### config.mk
export PLATFORM = sky130hd
export DESIGN_NAME = alu_seq
export DESIGN_NICKNAME = d
export VERILOG_FILES = /design/src/rtl/alu_seq.sv
export SDC_FILE = /design/constraint.sdc
export NUM_CORES = 1
export LEC_CHECK = 0
export CAP_MARGIN = 40
export CORE_AREA = 2 2 119 121
export DETAILED_ROUTE_END_ITERATION = 6
export DIE_AREA = 0 0 121 123
export PLACE_DENSITY_LB_ADDON = 0.3
export RECOVER_POWER = 100
export SLEW_MARGIN = 20
export SYNTH_ARGS = -nofsm -noshare
export SYNTH_HDL_FRONTEND = slang
export SYNTH_SLANG_ARGS = --single-unit
### constraint.sdc
create_clock -name i_clk -period 4.7 [get_ports i_clk]
set_input_delay 0.94 -clock i_clk [delete_from_list [all_inputs] [get_ports i_clk]]
set_output_delay 0.94 -clock i_clk [all_outputs]
set_load 0.01 [all_outputs]
### src/rtl/alu_seq.sv
`timescale 1ns/1ps
`default_nettype none
// ============================================================================
//  Module   : alu_seq
//  Brief    : Sequential ALU, 16 ops, iterative multiply and shift, valid/ready.
//             Optional flag outputs enabled by defining ALU_FLAGS_EN.
//  Revision : 1.0  initial release
// ============================================================================
module alu_seq #(
    parameter int WIDTH = 8
) (
    input  logic             i_clk,
    input  logic             i_rst,
    input  logic             i_valid,
    output logic             o_ready,
    input  logic [3:0]       i_op,
    input  logic [WIDTH-1:0] i_arg0,
    input  logic [WIDTH-1:0] i_arg1,
    output logic             o_valid,
`ifdef ALU_FLAGS_EN
    output logic             o_zero,
    output logic             o_carry,
    output logic             o_neg,
`endif
    output logic [WIDTH-1:0] o_data
);

    localparam int SHW      = $clog2(WIDTH);
    localparam int c_cnt_w  = $clog2(WIDTH + 1);

    localparam logic [3:0] c_op_nop = 4'h0, c_op_add = 4'h1, c_op_sub = 4'h2, c_op_mul  = 4'h3,
                           c_op_and = 4'h4, c_op_or  = 4'h5, c_op_xor = 4'h6, c_op_not  = 4'h7,
                           c_op_rol = 4'h8, c_op_ror = 4'h9, c_op_lsl = 4'hA, c_op_lsr  = 4'hB,
                           c_op_asr = 4'hC, c_op_mulh = 4'hD, c_op_eq = 4'hE, c_op_lt   = 4'hF;

    typedef enum logic [1:0] {
        S_IDLE  = 2'd0,
        S_MUL   = 2'd1,
        S_SHIFT = 2'd2
    } state_t;

    state_t                 r_state;
    logic [WIDTH-1:0]       r_a;
    logic [WIDTH-1:0]       r_b;
    logic [2*WIDTH-1:0]     r_acc;
    logic [c_cnt_w-1:0]     r_cnt;
    logic [SHW-1:0]         r_n;
    logic [3:0]             r_op;
    logic [WIDTH-1:0]       r_data;
    logic                   r_valid;

    logic [SHW-1:0]         w_n;
    logic                   w_is_mul;
    logic                   w_is_shift;
    logic [WIDTH-1:0]       w_res;
    logic [WIDTH:0]         w_mul_sum;
    logic [2*WIDTH-1:0]     w_acc_next;
    logic [WIDTH-1:0]       w_mul_res;
    logic [WIDTH-1:0]       w_sh_next;

    assign w_n        = i_arg1[SHW-1:0];
    assign w_is_mul   = (i_op == c_op_mul) || (i_op == c_op_mulh);
    assign w_is_shift = (i_op >= c_op_rol) && (i_op <= c_op_asr);

    // Single-cycle result; shift ops only reach this path with n == 0.
    always_comb begin
        w_res = i_arg0;
        case (i_op)
            c_op_add: w_res = i_arg0 + i_arg1;
            c_op_sub: w_res = i_arg0 - i_arg1;
            c_op_and: w_res = i_arg0 & i_arg1;
            c_op_or:  w_res = i_arg0 | i_arg1;
            c_op_xor: w_res = i_arg0 ^ i_arg1;
            c_op_not: w_res = ~i_arg0;
            c_op_eq:  w_res = (i_arg0 == i_arg1) ? '1 : '0;
            c_op_lt:  w_res = ($signed(i_arg0) < $signed(i_arg1)) ? '1 : '0;
            default:  w_res = i_arg0;
        endcase
    end

    // Shift-add multiply: add into the high half, then shift the whole accumulator right.
    assign w_mul_sum  = {1'b0, r_acc[2*WIDTH-1:WIDTH]} + (r_b[0] ? {1'b0, r_a} : '0);
    assign w_acc_next = {w_mul_sum, r_acc[WIDTH-1:1]};
    assign w_mul_res  = (r_op == c_op_mulh) ? w_acc_next[2*WIDTH-1:WIDTH] : w_acc_next[WIDTH-1:0];

    always_comb begin
        w_sh_next = r_a;
        case (r_op)
            c_op_rol: w_sh_next = {r_a[WIDTH-2:0], r_a[WIDTH-1]};
            c_op_ror: w_sh_next = {r_a[0], r_a[WIDTH-1:1]};
            c_op_lsl: w_sh_next = {r_a[WIDTH-2:0], 1'b0};
            c_op_lsr: w_sh_next = {1'b0, r_a[WIDTH-1:1]};
            c_op_asr: w_sh_next = {r_a[WIDTH-1], r_a[WIDTH-1:1]};
            default:  w_sh_next = r_a;
        endcase
    end

`ifdef ALU_FLAGS_EN
    logic             r_zero;
    logic             r_carry;
    logic             r_neg;
    logic             w_cy;
    logic             w_sh_out;
    logic [WIDTH:0]   w_add_full;

    assign w_add_full = {1'b0, i_arg0} + {1'b0, i_arg1};
    assign w_cy       = (i_op == c_op_add) ? w_add_full[WIDTH] :
                        (i_op == c_op_sub) ? (i_arg0 < i_arg1) : 1'b0;
    assign w_sh_out   = (r_op == c_op_rol || r_op == c_op_lsl) ? r_a[WIDTH-1] : r_a[0];

    assign o_zero  = r_zero;
    assign o_carry = r_carry;
    assign o_neg   = r_neg;
`endif

    always_ff @(posedge i_clk) begin
        if (i_rst) begin
            r_state <= S_IDLE;
            r_a     <= '0;
            r_b     <= '0;
            r_acc   <= '0;
            r_cnt   <= '0;
            r_n     <= '0;
            r_op    <= c_op_nop;
            r_data  <= '0;
            r_valid <= 1'b0;
`ifdef ALU_FLAGS_EN
            r_zero  <= 1'b0;
            r_carry <= 1'b0;
            r_neg   <= 1'b0;
`endif
        end else begin
            r_valid <= 1'b0;
            case (r_state)
                S_IDLE: begin
                    if (i_valid) begin
                        if (w_is_mul) begin
                            r_a     <= i_arg0;
                            r_b     <= i_arg1;
                            r_acc   <= '0;
                            r_cnt   <= c_cnt_w'(WIDTH);
                            r_op    <= i_op;
                            r_state <= S_MUL;
                        end else if (w_is_shift && (w_n != '0)) begin
                            r_a     <= i_arg0;
                            r_n     <= w_n;
                            r_op    <= i_op;
                            r_state <= S_SHIFT;
                        end else begin
                            r_data  <= w_res;
                            r_valid <= 1'b1;
`ifdef ALU_FLAGS_EN
                            r_zero  <= (w_res == '0);
                            r_neg   <= w_res[WIDTH-1];
                            r_carry <= w_cy;
`endif
                        end
                    end
                end
                S_MUL: begin
                    r_acc <= w_acc_next;
                    r_b   <= r_b >> 1;
                    r_cnt <= r_cnt - c_cnt_w'(1);
                    if (r_cnt == c_cnt_w'(1)) begin
                        r_data  <= w_mul_res;
                        r_valid <= 1'b1;
                        r_state <= S_IDLE;
`ifdef ALU_FLAGS_EN
                        r_zero  <= (w_mul_res == '0);
                        r_neg   <= w_mul_res[WIDTH-1];
                        r_carry <= (r_op == c_op_mul) && (w_acc_next[2*WIDTH-1:WIDTH] != '0);
`endif
                    end
                end
                S_SHIFT: begin
                    r_a <= w_sh_next;
                    r_n <= r_n - SHW'(1);
                    if (r_n == SHW'(1)) begin
                        r_data  <= w_sh_next;
                        r_valid <= 1'b1;
                        r_state <= S_IDLE;
`ifdef ALU_FLAGS_EN
                        r_zero  <= (w_sh_next == '0);
                        r_neg   <= w_sh_next[WIDTH-1];
                        r_carry <= w_sh_out;
`endif
                    end
                end
                default: r_state <= S_IDLE;
            endcase
        end
    end

    assign o_ready = (r_state == S_IDLE);
    assign o_valid = r_valid;
    assign o_data  = r_data;

endmodule
`default_nettype wire

# == Word level (Yosys, flattened, before mapping) ==
# Cells that the tools add are included.
# totals
reg_bits,54
latch_bits,0
ram_bits,0
rom_bits,0
input_bits,23
out_inout_bits,10
elab_cells,108
n_memories,0
# op_classes
addsub,5
mul,0
div,0
n_lt_le_gt_ge,3
eq_ne,29
shifts,0
n_mux,43
bitwise,4
reduce_logical,15
# ops
cell,n
$mux W8,14
$pmux W8 S8,1
$pmux W8 S5,1
$eq A4 B4 Y1 const B,9
$mux W16,2
$pmux W16 S2,1
$pmux W8 S2,2
$pmux W8 S3,1
$eq A4 B3 Y1 const B,4
$mux W4,4
$mux W2,5
$ne A2 B2 Y1 const B,5
$add A8 B8 Y9,1
$mux W3,3
$reduce_and A3 Y1,3
$add A8 B8 Y8,1
$and A8 B8 Y8,1
$eq A4 B1 Y1 const B,2
$eq A4 B2 Y1 const B,2
$eq A8 B8 Y1,1
$lt A8 B8 Y1,1
$not A8 Y8,1
$or A8 B8 Y8,1
$pmux W4 S2,1
22 further kinds,32

# == Logic depth before layout (Yosys ltp) ==
# depth
word_depth,7
ltp_mapped,10

# == Worst setup path after synthesis ==
# Ideal clock, no wire load.
# synth_timing
kind,input to register
from,input i_arg0[0]
to,"register r_data[7], in the netlist o_data[7]"
setup_time_ps,123
t_arrival_ps,2965
t_required_ps,4577
slack_ps,1612
stages,9
n_path_buf,0
path_cell_list,inv_1 ha_1 fa_1 or3_1 a31o_1 a31oi_2 o211ai_1 a2111oi_4 nor2_1
# synth_between
elab_chain_cells,7
word_cells_on_any_way,11
# synth_lines
item,line,text
"start, declared",17,"input logic [WIDTH-1:0] i_arg0,"
$lt A8 B8 Y1 or $eq A8 B8 Y1 (tied branches),"76, 75",
$mux W8 (on tied branches),"76, 75",
$pmux W8 S8 *,68,case (i_op)
$mux W8 *,144,end else if (w_is_shift && (w_n != '0)) begin
$mux W8 *,137,if (w_is_mul) begin
$mux W8 *,136,if (i_valid) begin
$pmux W8 S3 *,134,case (r_state)
"end signal, assigned",150,r_data <= w_res;
"end signal, assigned",165,r_data <= w_mul_res;
"end signal, assigned",179,r_data <= w_sh_next;
"end, declared",49,logic [WIDTH-1:0] r_data;
# Mark *: on every way between the ends. The rest lies on a longest branch, timed or not. The select of a mux whose other input is x is not followed.
# A chain may end at the register's enable or synchronous reset.

# == Worst setup path after layout ==
# Ends and elaborated chain as after synthesis.

==> impl_metrics.csv <==
group,metric,value,unit
status,status,"completed",
timing,setup_ws,713,ps
logic_synthesis,synth_seq_area_share,22.6,%
clock_network,postCtsHoldBufs,0,
worst_setup_path,crit_fanout,7,
grt,grt_usage,19.4,%
logic_synthesis,synthMuxAreaShare,7.79,%
worst_setup_path,path_cells,"dlygate4sd3_1 -> inv_1 -> ha_1 -> fa_1 -> or3_1 -> a31o_1 -> a31oi_1 -> o211ai_1 -> a2111oi_0 -> nor2_1",
worst_setup_path,r2r_cells,7,
power_and_ir_drop,powerDensity,240,nW/um^2
timing,fmax,251,MHz
logic_synthesis,synth-simple-area-share,21.4,%
clock_network,cts_setup_buffers,0,
grt,grt_pass1_vias,4293,
logic_synthesis,synth-xor-area-share,1.31,%
grt,overflow,0,
route,firstDrtPassIters,5,
grt,antenna_found_initial,0,
clock_network,root_buffer,"clkbuf_16",
floorplan,io_pins,33,
worst_hold_path,holdPathStages,2,
cells_and_area,final-seq-area,1060,um^2
worst_setup_path,start_kind,"primary input",
worst_setup_path,crit_family,"compound AO/OA/AOI/OAI gates",
logic_synthesis,postSynthAreaPerCell,7.86,um^2
clock_network,post_cts_resized,0,
timing,fin_setup_tns,0,ps
cells_and_area,drive_gt1_share,5.56,%
clock_network,cts_buffers,5,
cells_and_area,fill_cells,1424,
timing,fin_skew,11.9,ps
timing,setup_viol,0,
worst_setup_path,arrival,4170,ps
timing,rsz0062_at_grt,"no",
timing,period_needed,3990,ps
route,wire_per_inst,17.8,um
logic_synthesis,synth_area,4690,um^2
cells_and_area,antenna_cells,0,
logic_synthesis,syn-instance-count,597,
floorplan,core_area,13600,um^2
worst_setup_path,r2r_start,"r_state[0]",
grt,grt_max_degree,28,
worst_setup_path,crit_type,"in -> reg",
route,drt_iter0_drc,332,
floorplan,fp.dieH,123,um
placement,portBuffers,32,
cells_and_area,fin_nets,679,
logic_synthesis,synth_cell_types,77,
logic_synthesis,async_reset_ff_share,0,%
route,drc,0,
worst_hold_path,hold_path.class,"reg -> reg",
logic_synthesis,ys_warn_count,0,
power_and_ir_drop,p_leak,1.97,nW
logic_synthesis,synth_ff_type,"dfxtp_1",
floorplan,die_width,121,um
worst_setup_path,reg2reg_slack,1670,ps
route,routed_wl,14.1,mm
clock_network,clk_pin_slew_worst_paths,80,ps
logic_synthesis,synth_top_family_by_area,"compound AO/OA/AOI/OAI gates",
placement,gp_congestion,0.935,
power_and_ir_drop,ir_worst_vdd,0.155,mV
logic_synthesis,synth_adder_area_share,12.7,%
worst_setup_path,worstPathRequired,4880,ps
logic_synthesis,synth_compound_area_share,27.6,%
placement,post-place-ws,757,ps
logic_synthesis,ys_ff_latch,53,
timing,slew_viol_final,0,
timing,min_period_over_period,84.8,%
cells_and_area,multi_input_area,3300,um^2
timing,hold_viol,0,
run,max_cap_viol_count,0,
clock_network,clock-sinks,53,
clock_network,cts_tree,"done",
route,postRouteAntennaNets,0,
timing,tightest_slew,1150,ps
worst_setup_path,worstSetupEndpointType,"flip-flop",
floorplan,num_rows,43,
grt,grt_pass1_wl,22.9,mm
route,via_per_inst,5.70,
clock_network,h-tree-depth,2,
route,dr_total_vias,4505,
worst_hold_path,whs_endpoint,"r_acc[1]",
clock_network,worstSkewPairLatency,300,ps
clock_network,clockBufferDepth,2,
worst_setup_path,critPathBufInv,2,
floorplan,die_area,14900,um^2
timing,relSlewSlack,23.1,%
worst_setup_path,cp_slowest_cell,"dlygate4sd3_1",
logic_synthesis,synthesis.nets,666,
logic_synthesis,synth-edff-count,0,
worst_setup_path,slowest_delay,640,ps
placement,dp_hpwl,10.7,mm
cells_and_area,syn_to_final_growth,12.0,%
worst_hold_path,hp-start,"r_acc[1]",
floorplan,initial_core_util,34.5,%
worst_setup_path,rr_endpoint,"r_a[7]",
==> kinds of logic after synthesis <==
| logic type | count (synthesis) |
|---|---|
| and+or+nand+nor | 203 |
| AOI/OAI and AO/OA | 182 |
| buffers and inverters | 72 |
| DFF | 53 |
| adders and majority gates | 46 |
| muxes | 34 |
| xor gates and xnor gates | 7 |
==> worst reg2reg max path: cells and delay by family (launching register included) <==
family                     cells  cell delay [ps]
and+or+nand+nor                3             1090
adders and majority gates      1              650
buffers and inverters          2              540
DFF                            1              330
muxes                          1              270
==> cell usage after synthesis (3+ instances only) <==
cell type | instances | share of area, %
o21a_1 | 4 | 0.64
o32ai_1 | 3 | 0.56
a211oi_1 | 18 | 2.9
ha_1 | 43 | 11
nor3_1 | 14 | 1.5
inv_1 | 36 | 2.9
a222oi_1 | 4 | 0.85
o221ai_1 | 7 | 1.3
clkbuf_1 | 26 | 2.1
and2_1 | 11 | 1.5
or4_1 | 4 | 0.64
o211ai_1 | 3 | 0.48
a221oi_1 | 4 | 0.75
o21ai_1 | 3 | 0.32
a31oi_1 | 4 | 0.53
xnor2_1 | 5 | 0.93
o21ai_0 | 21 | 2.2
a21oi_1 | 49 | 5.2
nor2_1 | 66 | 5.3
nand2b_1 | 12 | 1.6
o2111ai_1 | 4 | 0.75
o22ai_1 | 9 | 1.2
dfxtp_1 | 53 | 23
buf_2 | 5 | 0.53
mux2i_1 | 32 | 6.8
a21o_1 | 6 | 0.96
nand2_1 | 41 | 3.3
o221a_2 | 3 | 0.72
nand3_1 | 15 | 1.6
nor3b_1 | 4 | 0.64
a22oi_1 | 6 | 0.96
nor2b_1 | 12 | 1.6
fa_1 | 3 | 1.3
o31ai_1 | 5 | 0.80
or2_2 | 4 | 0.53
o21bai_1 | 6 | 0.96
or3_1 | 3 | 0.40
==> layer usage <==
| metal | vias up | part of all wire (%) | track usage, % |
|---|---|---|---|
| li1 | 2214 | - | - |
| met1 | 2136 | 48 | 26.3 |
| met2 | 127 | 46 | 31.3 |
| met3 | 28 | 4.0 | 3.00 |
| met4 | 0 | 2.7 | 6.69 |
| met5 | - | 0 | 0 |
==> worst max-delay path by stage <==
stage | slack, ps | start | endpoint | cells after the start
after detailed placement | 760 | i_arg0[0] | o_data[7] | 10
final | 710 | i_arg0[0] | o_data[7] | 10
after CTS | 1070 | i_arg0[0] | o_data[7] | 10
after global routing | 490 | i_op[2] | r_a[7] | 7
after global placement | 830 | i_arg0[0] | o_data[7] | 10
after floorplan | 1610 | i_arg0[0] | o_data[7] | 9
==> per-stage QoR <==
stage               power (W)  instances  area [um^2]  util (%)  hold slack, ps
finish                0.00126        791         5250      38.6             459
CTS                   0.00128        791         5290      38.9             460
global route          0.00133        791         5250      38.6             480
detailed placement   0.000889        783         5140      37.8             449
floorplan            0.000761        597         4690         -             431
global placement     0.000887        783         5140      37.8             443
==> cell usage in the layout (no fill, tap or decap), types with 11 or more instances in the layout <==
master            n
nor2_1           66
dfxtp_1          53
a21oi_1          49
ha_1             43
nand2_1          41
inv_1            36
mux2i_1          32
o21ai_0          22
clkdlybuf4s50_1  19
a211oi_1         18
nand3_1          15
nor3_1           14
nor2b_1          12
nand2b_1         12
dlygate4sd3_1    12
and2_1           11
==> where the power goes <==
group	leakage, nW	total [W]	switching, W	internal (W)
Clock	0.0738	0.000386	0.000187	0.000199
Combinational	1.46	0.000376	0.000222	0.000155
Sequential	0.431	0.000498	0.0000243	0.000474
==> sequential cells by signal (all words and copies together) (netlist names) <==
register / cells
r_acc: 15
o_data: 8
r_a: 8
r_b: 8
r_cnt: 4
r_op: 4
r_n: 3
r_state: 2
o_valid: 1
==> layout make-up <==
cell class,count,share of cell area [%]
well taps,180,4.29
multi-input cells,472,62.8
flip-flops and latches,53,20.2
inverters,36,2.57
clock inverters,3,0.429
repair buffers,42,7.36
clock buffers,5,2.38
(Power assumes the default switching activity.)
